**config.mk**
```make
export PLATFORM = sky130hd
export DESIGN_NAME = first_hit_locator
export DESIGN_NICKNAME = d
export VERILOG_FILES = /design/src/rtl/frb_hit_pkg.sv /design/src/rtl/seg_priority_encoder.sv /design/src/rtl/first_hit_locator.sv
export SDC_FILE = /design/constraint.sdc
export NUM_CORES = 1
export LEC_CHECK = 0
export CORE_AREA = 2 2 113 115
export CTS_BUF_LIST = sky130_fd_sc_hd__clkbuf_4
export CTS_CLUSTER_DIAMETER = 60
export DETAILED_ROUTE_END_ITERATION = 12
export DIE_AREA = 0 0 115 117
export PLACE_DENSITY = 0.47
export RECOVER_POWER = 50
export SYNTH_ARGS = -nofsm -noshare
export SYNTH_HDL_FRONTEND = slang
export SYNTH_SLANG_ARGS = --single-unit
```
**constraint.sdc**
```tcl
create_clock -name clk -period 4.5 [get_ports clk]
set_input_delay 0.9 -clock clk [delete_from_list [all_inputs] [get_ports clk]]
set_output_delay 0.9 -clock clk [all_outputs]
set_load 0.01 [all_outputs]
```
**src/rtl/frb_hit_pkg.sv**
```systemverilog
// frb_hit_pkg: shared mode/frame-state encodings and clog2 helper for first_hit_locator
package frb_hit_pkg;
  localparam logic MODE_LSB = 1'b0;
  localparam logic MODE_MSB = 1'b1;
  typedef enum logic {UNALIGNED = 1'b0, RUN = 1'b1} frame_state_e;
  function automatic int clog2(input int v);
    int r;
    r = 0;
    while ((1 << r) < v) r++;
    return r;
  endfunction
endpackage

```
**src/rtl/seg_priority_encoder.sv**
```systemverilog
// seg_priority_encoder: lowest/highest set-bit index and any flag for one segment
module seg_priority_encoder
  import frb_hit_pkg::*;
#(
  parameter int W  = 8,
  parameter int IW = W > 1 ? clog2(W) : 1
) (
  input  logic [W-1:0]  seg,
  output logic [IW-1:0] lsb_idx,
  output logic [IW-1:0] msb_idx,
  output logic          any
);
  always_comb begin
    lsb_idx = '0;
    msb_idx = '0;
    for (int i = W - 1; i >= 0; i--) lsb_idx = seg[i] ? IW'(i) : lsb_idx;
    for (int i = 0; i < W; i++) msb_idx = seg[i] ? IW'(i) : msb_idx;
  end
  assign any = |seg;
endmodule

```
**src/rtl/first_hit_locator.sv**
```systemverilog
// first_hit_locator: pipelined first-set-bit encoder with per-frame earliest-hit tracking
module first_hit_locator
  import frb_hit_pkg::*;
#(
  parameter int DIN_WIDTH = 32,
  parameter int SEG_WIDTH = 8,
  parameter int FRAME_LEN = 1024,
  parameter int IDX_WIDTH = clog2(DIN_WIDTH),
  parameter int CNT_WIDTH = clog2(FRAME_LEN)
) (
  input  logic                 clk,
  input  logic                 rst,
  input  logic [DIN_WIDTH-1:0] din,
  input  logic                 din_valid,
  input  logic                 msb_first,
  input  logic                 sof,
  output logic [IDX_WIDTH-1:0] dout_bit,
  output logic                 dout_found,
  output logic                 dout_valid,
  output logic [CNT_WIDTH-1:0] frame_word,
  output logic [IDX_WIDTH-1:0] frame_bit,
  output logic                 frame_found,
  output logic                 frame_valid
);
  localparam int NSEG = DIN_WIDTH / SEG_WIDTH;
  localparam int SIW  = SEG_WIDTH > 1 ? clog2(SEG_WIDTH) : 1;
  logic [NSEG-1:0][SIW-1:0] lsb_d, lsb_q, msb_d, msb_q;
  logic [NSEG-1:0]          any_d, any_q;
  logic                     mode_q, v1_q, sof1_q, sof2_q;
  logic [IDX_WIDTH-1:0]     sel_bit, dout_bit_d, dout_bit_q;
  logic                     dout_found_d, dout_found_q, dout_valid_q;
  frame_state_e             state_d, state_q;
  logic [CNT_WIDTH-1:0]     cnt_d, cnt_q, hw_d, hw_q, cur, lw;
  logic [IDX_WIDTH-1:0]     hb_d, hb_q, lb;
  logic                     hit_d, hit_q, lh, first, last, take;
  logic [CNT_WIDTH-1:0]     frame_word_d, frame_word_q;
  logic [IDX_WIDTH-1:0]     frame_bit_d, frame_bit_q;
  logic                     frame_found_d, frame_found_q, frame_valid_d, frame_valid_q;
  for (genvar g = 0; g < NSEG; g++) begin : g_seg
    seg_priority_encoder #(.W(SEG_WIDTH), .IW(SIW)) u_enc (
      .seg    (din[g*SEG_WIDTH +: SEG_WIDTH]),
      .lsb_idx(lsb_d[g]),
      .msb_idx(msb_d[g]),
      .any    (any_d[g])
    );
  end
  always_comb begin
    sel_bit = '0;
    for (int i = NSEG - 1; i >= 0; i--)
      sel_bit = (any_q[i] && mode_q == MODE_LSB) ? IDX_WIDTH'(i * SEG_WIDTH) + IDX_WIDTH'(lsb_q[i]) : sel_bit;
    for (int i = 0; i < NSEG; i++)
      sel_bit = (any_q[i] && mode_q == MODE_MSB) ? IDX_WIDTH'(i * SEG_WIDTH) + IDX_WIDTH'(msb_q[i]) : sel_bit;
    dout_bit_d   = v1_q ? sel_bit : dout_bit_q;
    dout_found_d = v1_q ? |any_q : dout_found_q;
  end
  assign cur   = sof2_q ? '0 : cnt_q;
  assign first = dout_found_q && !(hit_q && !sof2_q);
  assign lh    = (hit_q && !sof2_q) || dout_found_q;
  assign lw    = first ? cur : hw_q;
  assign lb    = first ? dout_bit_q : hb_q;
  assign last  = &cur;
  assign take  = dout_valid_q && (sof2_q || state_q == RUN);
  always_comb begin
    state_d       = take ? RUN : state_q;
    cnt_d         = take ? cur + CNT_WIDTH'(1) : cnt_q;
    hit_d         = take ? lh && !last : hit_q;
    hw_d          = take ? lw : hw_q;
    hb_d          = take ? lb : hb_q;
    frame_valid_d = take && last;
    frame_found_d = frame_valid_d ? lh : frame_found_q;
    frame_word_d  = frame_valid_d ? (lh ? lw : '0) : frame_word_q;
    frame_bit_d   = frame_valid_d ? (lh ? lb : '0) : frame_bit_q;
  end
  always_ff @(posedge clk) begin
    if (rst) begin
      lsb_q         <= '0;
      msb_q         <= '0;
      any_q         <= '0;
      mode_q        <= MODE_LSB;
      v1_q          <= 1'b0;
      sof1_q        <= 1'b0;
      sof2_q        <= 1'b0;
      dout_bit_q    <= '0;
      dout_found_q  <= 1'b0;
      dout_valid_q  <= 1'b0;
      state_q       <= UNALIGNED;
      cnt_q         <= '0;
      hit_q         <= 1'b0;
      hw_q          <= '0;
      hb_q          <= '0;
      frame_word_q  <= '0;
      frame_bit_q   <= '0;
      frame_found_q <= 1'b0;
      frame_valid_q <= 1'b0;
    end else begin
      lsb_q         <= lsb_d;
      msb_q         <= msb_d;
      any_q         <= any_d;
      mode_q        <= msb_first;
      v1_q          <= din_valid;
      sof1_q        <= din_valid & sof;
      sof2_q        <= sof1_q;
      dout_bit_q    <= dout_bit_d;
      dout_found_q  <= dout_found_d;
      dout_valid_q  <= v1_q;
      state_q       <= state_d;
      cnt_q         <= cnt_d;
      hit_q         <= hit_d;
      hw_q          <= hw_d;
      hb_q          <= hb_d;
      frame_word_q  <= frame_word_d;
      frame_bit_q   <= frame_bit_d;
      frame_found_q <= frame_found_d;
      frame_valid_q <= frame_valid_d;
    end
  end
  assign dout_bit    = dout_bit_q;
  assign dout_found  = dout_found_q;
  assign dout_valid  = dout_valid_q;
  assign frame_word  = frame_word_q;
  assign frame_bit   = frame_bit_q;
  assign frame_found = frame_found_q;
  assign frame_valid = frame_valid_q;
endmodule

```
==> reports/summary.txt, run 1 <==
Status - completed
Synth cell types - 49
CP startpoint - sof2_q
Synthesized cell area - 3590 um2
DP Area - 4280 um2
Slowest-stage cell, CP - nor4_1
Ys flop type - dfxtp_1
Core area - 12,300 um2
Sink Count - 83
CP max FO - 22
DR DRC count - 0
Final setup viols - 0
Routed vias - 2,980
Dpl hpwl - 6090 um
Largest net degree at the start of global routing - 37
Worst-Margin Slew - 1310 ps
MaxCap Viol Count - 0
Starting density of the core - 0.291
Die area - 13,500 um2
Mapped Cells - 411
Initial antenna violation count - 0
# port buffers - 60
Final Max Tran Viols - 0
Global-route wire length before repair - 13,900 um
GRT Total Usage - 0.130
Core Rows - 41
Register bit total from synthesis - 83
Critical path data arrival time - 3220 ps
Synth warn - 0
Io pins - 61
Number of hold violations in the final report - 0
Post-synth EDFFs - 0
Ys async rst share - 0
Final WL - 8340 um
Post-synthesis sequential area ratio - 0.463
Clock Pin Slew Worst Setup and Hold Paths - 130 ps
Min Tclk post-route - 2880 ps
Post-CTS Hold Fix Bufs - 0
Crit path cell chain - nor2b_1 -> ha_1 -> nand3b_1 -> nor4_1 -> nand3_4 -> o21ai_0
Latest clock arrival within the worst-skew pair - 410 ps
H-tree level count - 3
Crit path launch type - flip-flop
Final setup skew - 14.5 ps
Worst R2R Start - sof2_q
CTS tree - built
Nets - 501
Period Utilization, post-route - 0.641
Routed Antenna Nets - 0
F_max - 347 MHz
Buf/Inv on CP - 0
# diodes - 0
Commonest non-fill, non-tap cell in the layout - dfxtp_1
CTS root buf - clkbuf_4
First DRT Iteration DRCs - 141
RePlAce Congestion - 0.761
Final hold slack - 456 ps
Share of cells above drive strength 1 - 0.0491
First-pass iteration count of the detailed router - 4
CP Class - reg2reg
Layout overhead on the synthesized area - 22.4%
Hold Crit Class - reg2reg
Most frequent cells in the layout - dfxtp_1 (83), clkdlybuf4s50_1 (59), nor2_1 (46), nand2_1 (38), a21oi_1 (38)
Mapped Nets - 449
Routed vias/inst - 4.82
Total gr overflow - 0
VDD IR-drop max - 0.110 mV
Unrepaired setup endpoints after global routing - no
Critical path required time - 4840 ps
Crit end category - flip-flop
Final setup TNS - 0 ps
Relative slew slack - 0.126
CTS-repair resized insts - 0
CTS Buf Count - 9
Vias in the first global route - 2,866
Pwr dens - 302 nW/um2
Die height - 117 um
Pleak - 1.62 nW
Hold Path Origin - frame_word[3]
Fin area - 4390 um2
Post-CTS Setup Bufs - 0
Wire per inst - 13.5 um
Clock buffer depth - 2
Core Util, Final - 0.357
CP peak stage delay - 830 ps
Die Wd - 115 um
CP top delay family - simple AND/OR/NAND/NOR gates
Syn Area/Cell - 8.73 um2
-- flip-flops by register name, summed over array words and instances (netlist names), 4 cells and up --
signal / flops
any_q: 4
cnt_q: 10
hb_q: 5
frame_word: 10
msb_q: 12
frame_bit: 5
lsb_q: 12
dout_bit: 5
hw_q: 10
-- through the flow --
step	instances	total power, mW	worst slack (ps)
after floorplan	411	0.851	2440
after global placement	602	0.917	2090
after detailed placement	602	0.917	2060
after CTS	618	1.35	2000
after global routing	618	1.40	1340
final	618	1.33	1620
-- synthesized netlist by cell type (all sizes together) (2+ instances only) --
cell,n,share of area
dfxtp,83,0.46
nor2,46,0.048
a21oi,38,0.053
nand2,38,0.040
o21ai,29,0.042
mux2i,21,0.059
inv,20,0.021
nor2b,13,0.023
nor4,13,0.027
clkbuf,12,0.013
nor3,9,0.013
buf,8,0.013
nand2b,8,0.014
o21bai,8,0.017
a211oi,7,0.015
o21a,5,0.010
xor2,5,0.012
a31oi,4,0.0070
and2,4,0.0070
nand3,4,0.013
nor4bb,4,0.011
a221oi,3,0.0073
a222oi,3,0.0084
mux2,3,0.0094
nand3b,3,0.0098
o32ai,3,0.0073
nand4b,2,0.0049
o221ai,2,0.0049
or3,2,0.0035
-- final timing paths --
check / end / slack (ps) / depth (start not counted)
worst min-delay path: frame_word[3] / 460 / 2
worst max register to register: frame_bit[3] / 1620 / 6
worst min register to register: frame_word[3] / 460 / 2
worst max-delay path: frame_bit[3] / 1620 / 6
-- cell families after synthesis --
logic type	count (synthesis)	share of synthesized area
AND/OR/NAND/NOR	151	0.223
AO/OA/AOI/OAI	107	0.183
flip-flops	83	0.463
buffers and inverters	40	0.0471
multiplexers	24	0.0680
XOR/XNOR	5	0.0122
adder cells (fa/ha/maj)	1	0.00349
-- layout make-up --
class / instances / area, um2
clock buffer: 11 / 82.6
fill: 1298 / 7920
clock inverter: 5 / 53.8
tap: 150 / 188
inverter: 20 / 75.1
timing repair buffer: 61 / 602
multi-input combinational: 288 / 1730
sequential: 83 / 1660
-- tightest hold or removal path, cell delays in order (launching register included) --
cell     delay (ps)
dfxtp_1         330
nand2_1          50
o21ai_1          50
-- where the power goes --
part / total (mW) / internal (mW) / switching [mW]
clock network: 0.427 / 0.180 / 0.247
logic: 0.126 / 0.0650 / 0.0611
registers: 0.773 / 0.753 / 0.0198
total: 1.33 / 0.998 / 0.328
-- per-layer routing --
layer	part of all wire	vias up	global-route usage
li1	-	1549	-
met1	0.49	1374	0.167
met3	0.038	2	0.0330
met2	0.47	55	0.222
met5	0	-	0
met4	0.0030	0	0.0289
Power figures use the tool's default switching activity.
==> run 2: changes to the inputs <==
Clock period 4.5 ns to 2.8 ns, I/O delays scaled along.
==> reports/summary.txt, run 2 (same netlist as run 1, synthesis figures left out) <==
Crit path depth - 6
Commonest non-fill, non-tap cell in the layout - dfxtp_1
Number of hold violations in the final report - 0
Die Wd - 115 um
Layout overhead on the synthesized area - 23.9%
Sink Count - 83
Met3 GRT Util - 0.0381
Buf/Inv on CP - 0
DR DRC count - 0
Fin area - 4450 um2
Global-route wire length before repair - 13,800 um
Crit path cell chain - nor2b_1 -> ha_1 -> nand3b_1 -> o41a_1 -> nand2_1 -> o21ai_0
First DRT Iteration DRCs - 141
Core Util, Final - 0.361
Critical path data arrival time - 2720 ps
Clock Pin Slew Worst Setup and Hold Paths - 140 ps
Final setup TNS - 0 ps
CP startpoint - sof2_q
Period Utilization, post-route - 0.859
Slowest-stage cell, CP - o41a_1
CTS tree - built
# port buffers - 60
Final setup viols - 0
CP top delay family - compound AO/OA/AOI/OAI gates
RR Endpoint - frame_bit[1]
Routed Antenna Nets - 0
Share of cells above drive strength 1 - 0.0533
CP max FO - 22
CP Class - reg2reg
GRT Total Usage - 0.128
Core area - 12,300 um2
Latest clock arrival within the worst-skew pair - 430 ps
Final WL - 8220 um
First-pass iteration count of the detailed router - 5
Die area - 13,500 um2
# diodes - 0
Relative slew slack - 0.157
Final setup skew - 14.3 ps
MaxCap Viol Count - 0
Wire per inst - 13.3 um
Final Max Tran Viols - 0
CTS root buf - clkbuf_4
RePlAce Congestion - 0.805
Worst-Margin Slew - 1270 ps
CTS-repair resized insts - 0
Reg2reg setup slack - 400 ps
Largest net degree at the start of global routing - 63
Initial antenna violation count - 0
Total gr overflow - 0
Die height - 117 um
Most frequent cells in the layout - dfxtp_1 (83), clkdlybuf4s50_1 (54), nor2_1 (46), nand2_1 (38), a21oi_1 (38)
Clock buffer depth - 2
Reg2reg path depth - 6
DP Area - 4290 um2
Nets - 502
H-tree level count - 3
Critical path required time - 3110 ps
Io pins - 61
Post-CTS Setup Bufs - 0
Fill cell count - 1,310
Hold Crit Class - reg2reg
F_max - 416 MHz
M2 GR Usage - 0.226
Core Rows - 41
Crit path launch type - flip-flop
VDD IR-drop max - 0.195 mV
Starting density of the core - 0.291
Dpl hpwl - 6020 um
CTS Buf Count - 9
CP peak stage delay - 700 ps
Min Tclk post-route - 2400 ps
Unrepaired setup endpoints after global routing - no
Status - completed
Worst R2R Start - sof2_q
Pwr dens - 509 nW/um2
Busiest grt layer - met2
Routed vias/inst - 4.86
Crit path capture - frame_bit[1]
Vias in the first global route - 2,915
Post-CTS Hold Fix Bufs - 0
Routed vias - 3,010
Grt met1 use - 0.156
Pleak - 1.68 nW
Crit end category - flip-flop
Largest regs - lsb_q (12), msb_q (12)
-- run 2: cell type report --
class / count / area [um2] / share of cell area
Timing Repair Buffer: 62 / 603 / 0.136
Inverter: 20 / 75.1 / 0.0169
Clock inverter: 7 / 106 / 0.0239
Clock buffer: 9 / 67.6 / 0.0152
Sequential cell: 83 / 1660 / 0.374
Multi-Input combinational cell: 288 / 1740 / 0.392
Tap cell: 150 / 188 / 0.0422
-- run 2: stage by stage --
stage          worst slack (ps)  instances  total power, mW  hold WS [ps]
2_1_floorplan               735        411             1.37           414
3_3_place_gp                594        603             1.47           427
3_5_place_dp                523        603             1.47           425
4_1_cts                     503        619             2.30           458
5_1_grt                     162        619             2.37           477
6_report                    396        619             2.26           454
-- run 2: layer usage --
layer  routed length (um)  vias to the layer above
met3                  355                        6
li1                     -                     1565
met2                 3980                       72
met1                 3830                     1367
met5                    0                        -
met4                   50                        0
-- run 2: worst min-delay path, cell delays in order, from the launching register on --
cell,delay [ps]
dfxtp_1,330
nand2_1,50
o21ai_1,50
-- run 2: worst min path at each step --
stage	start	end	depth (start not counted)
floorplan	sof1_q	sof2_q	1
global placement	sof1_q	sof2_q	1
detailed placement	sof1_q	sof2_q	1
CTS	sof1_q	sof2_q	1
global route	sof1_q	sof2_q	1
finish	frame_word[1]	frame_word[1]	2
-- run 2: report_power, final --
group	internal [mW]	switching, mW	leakage, nW
clock network	0.378	0.441	0.0930
logic	0.104	0.0970	0.907
registers	1.21	0.0307	0.677
total	1.69	0.569	1.68
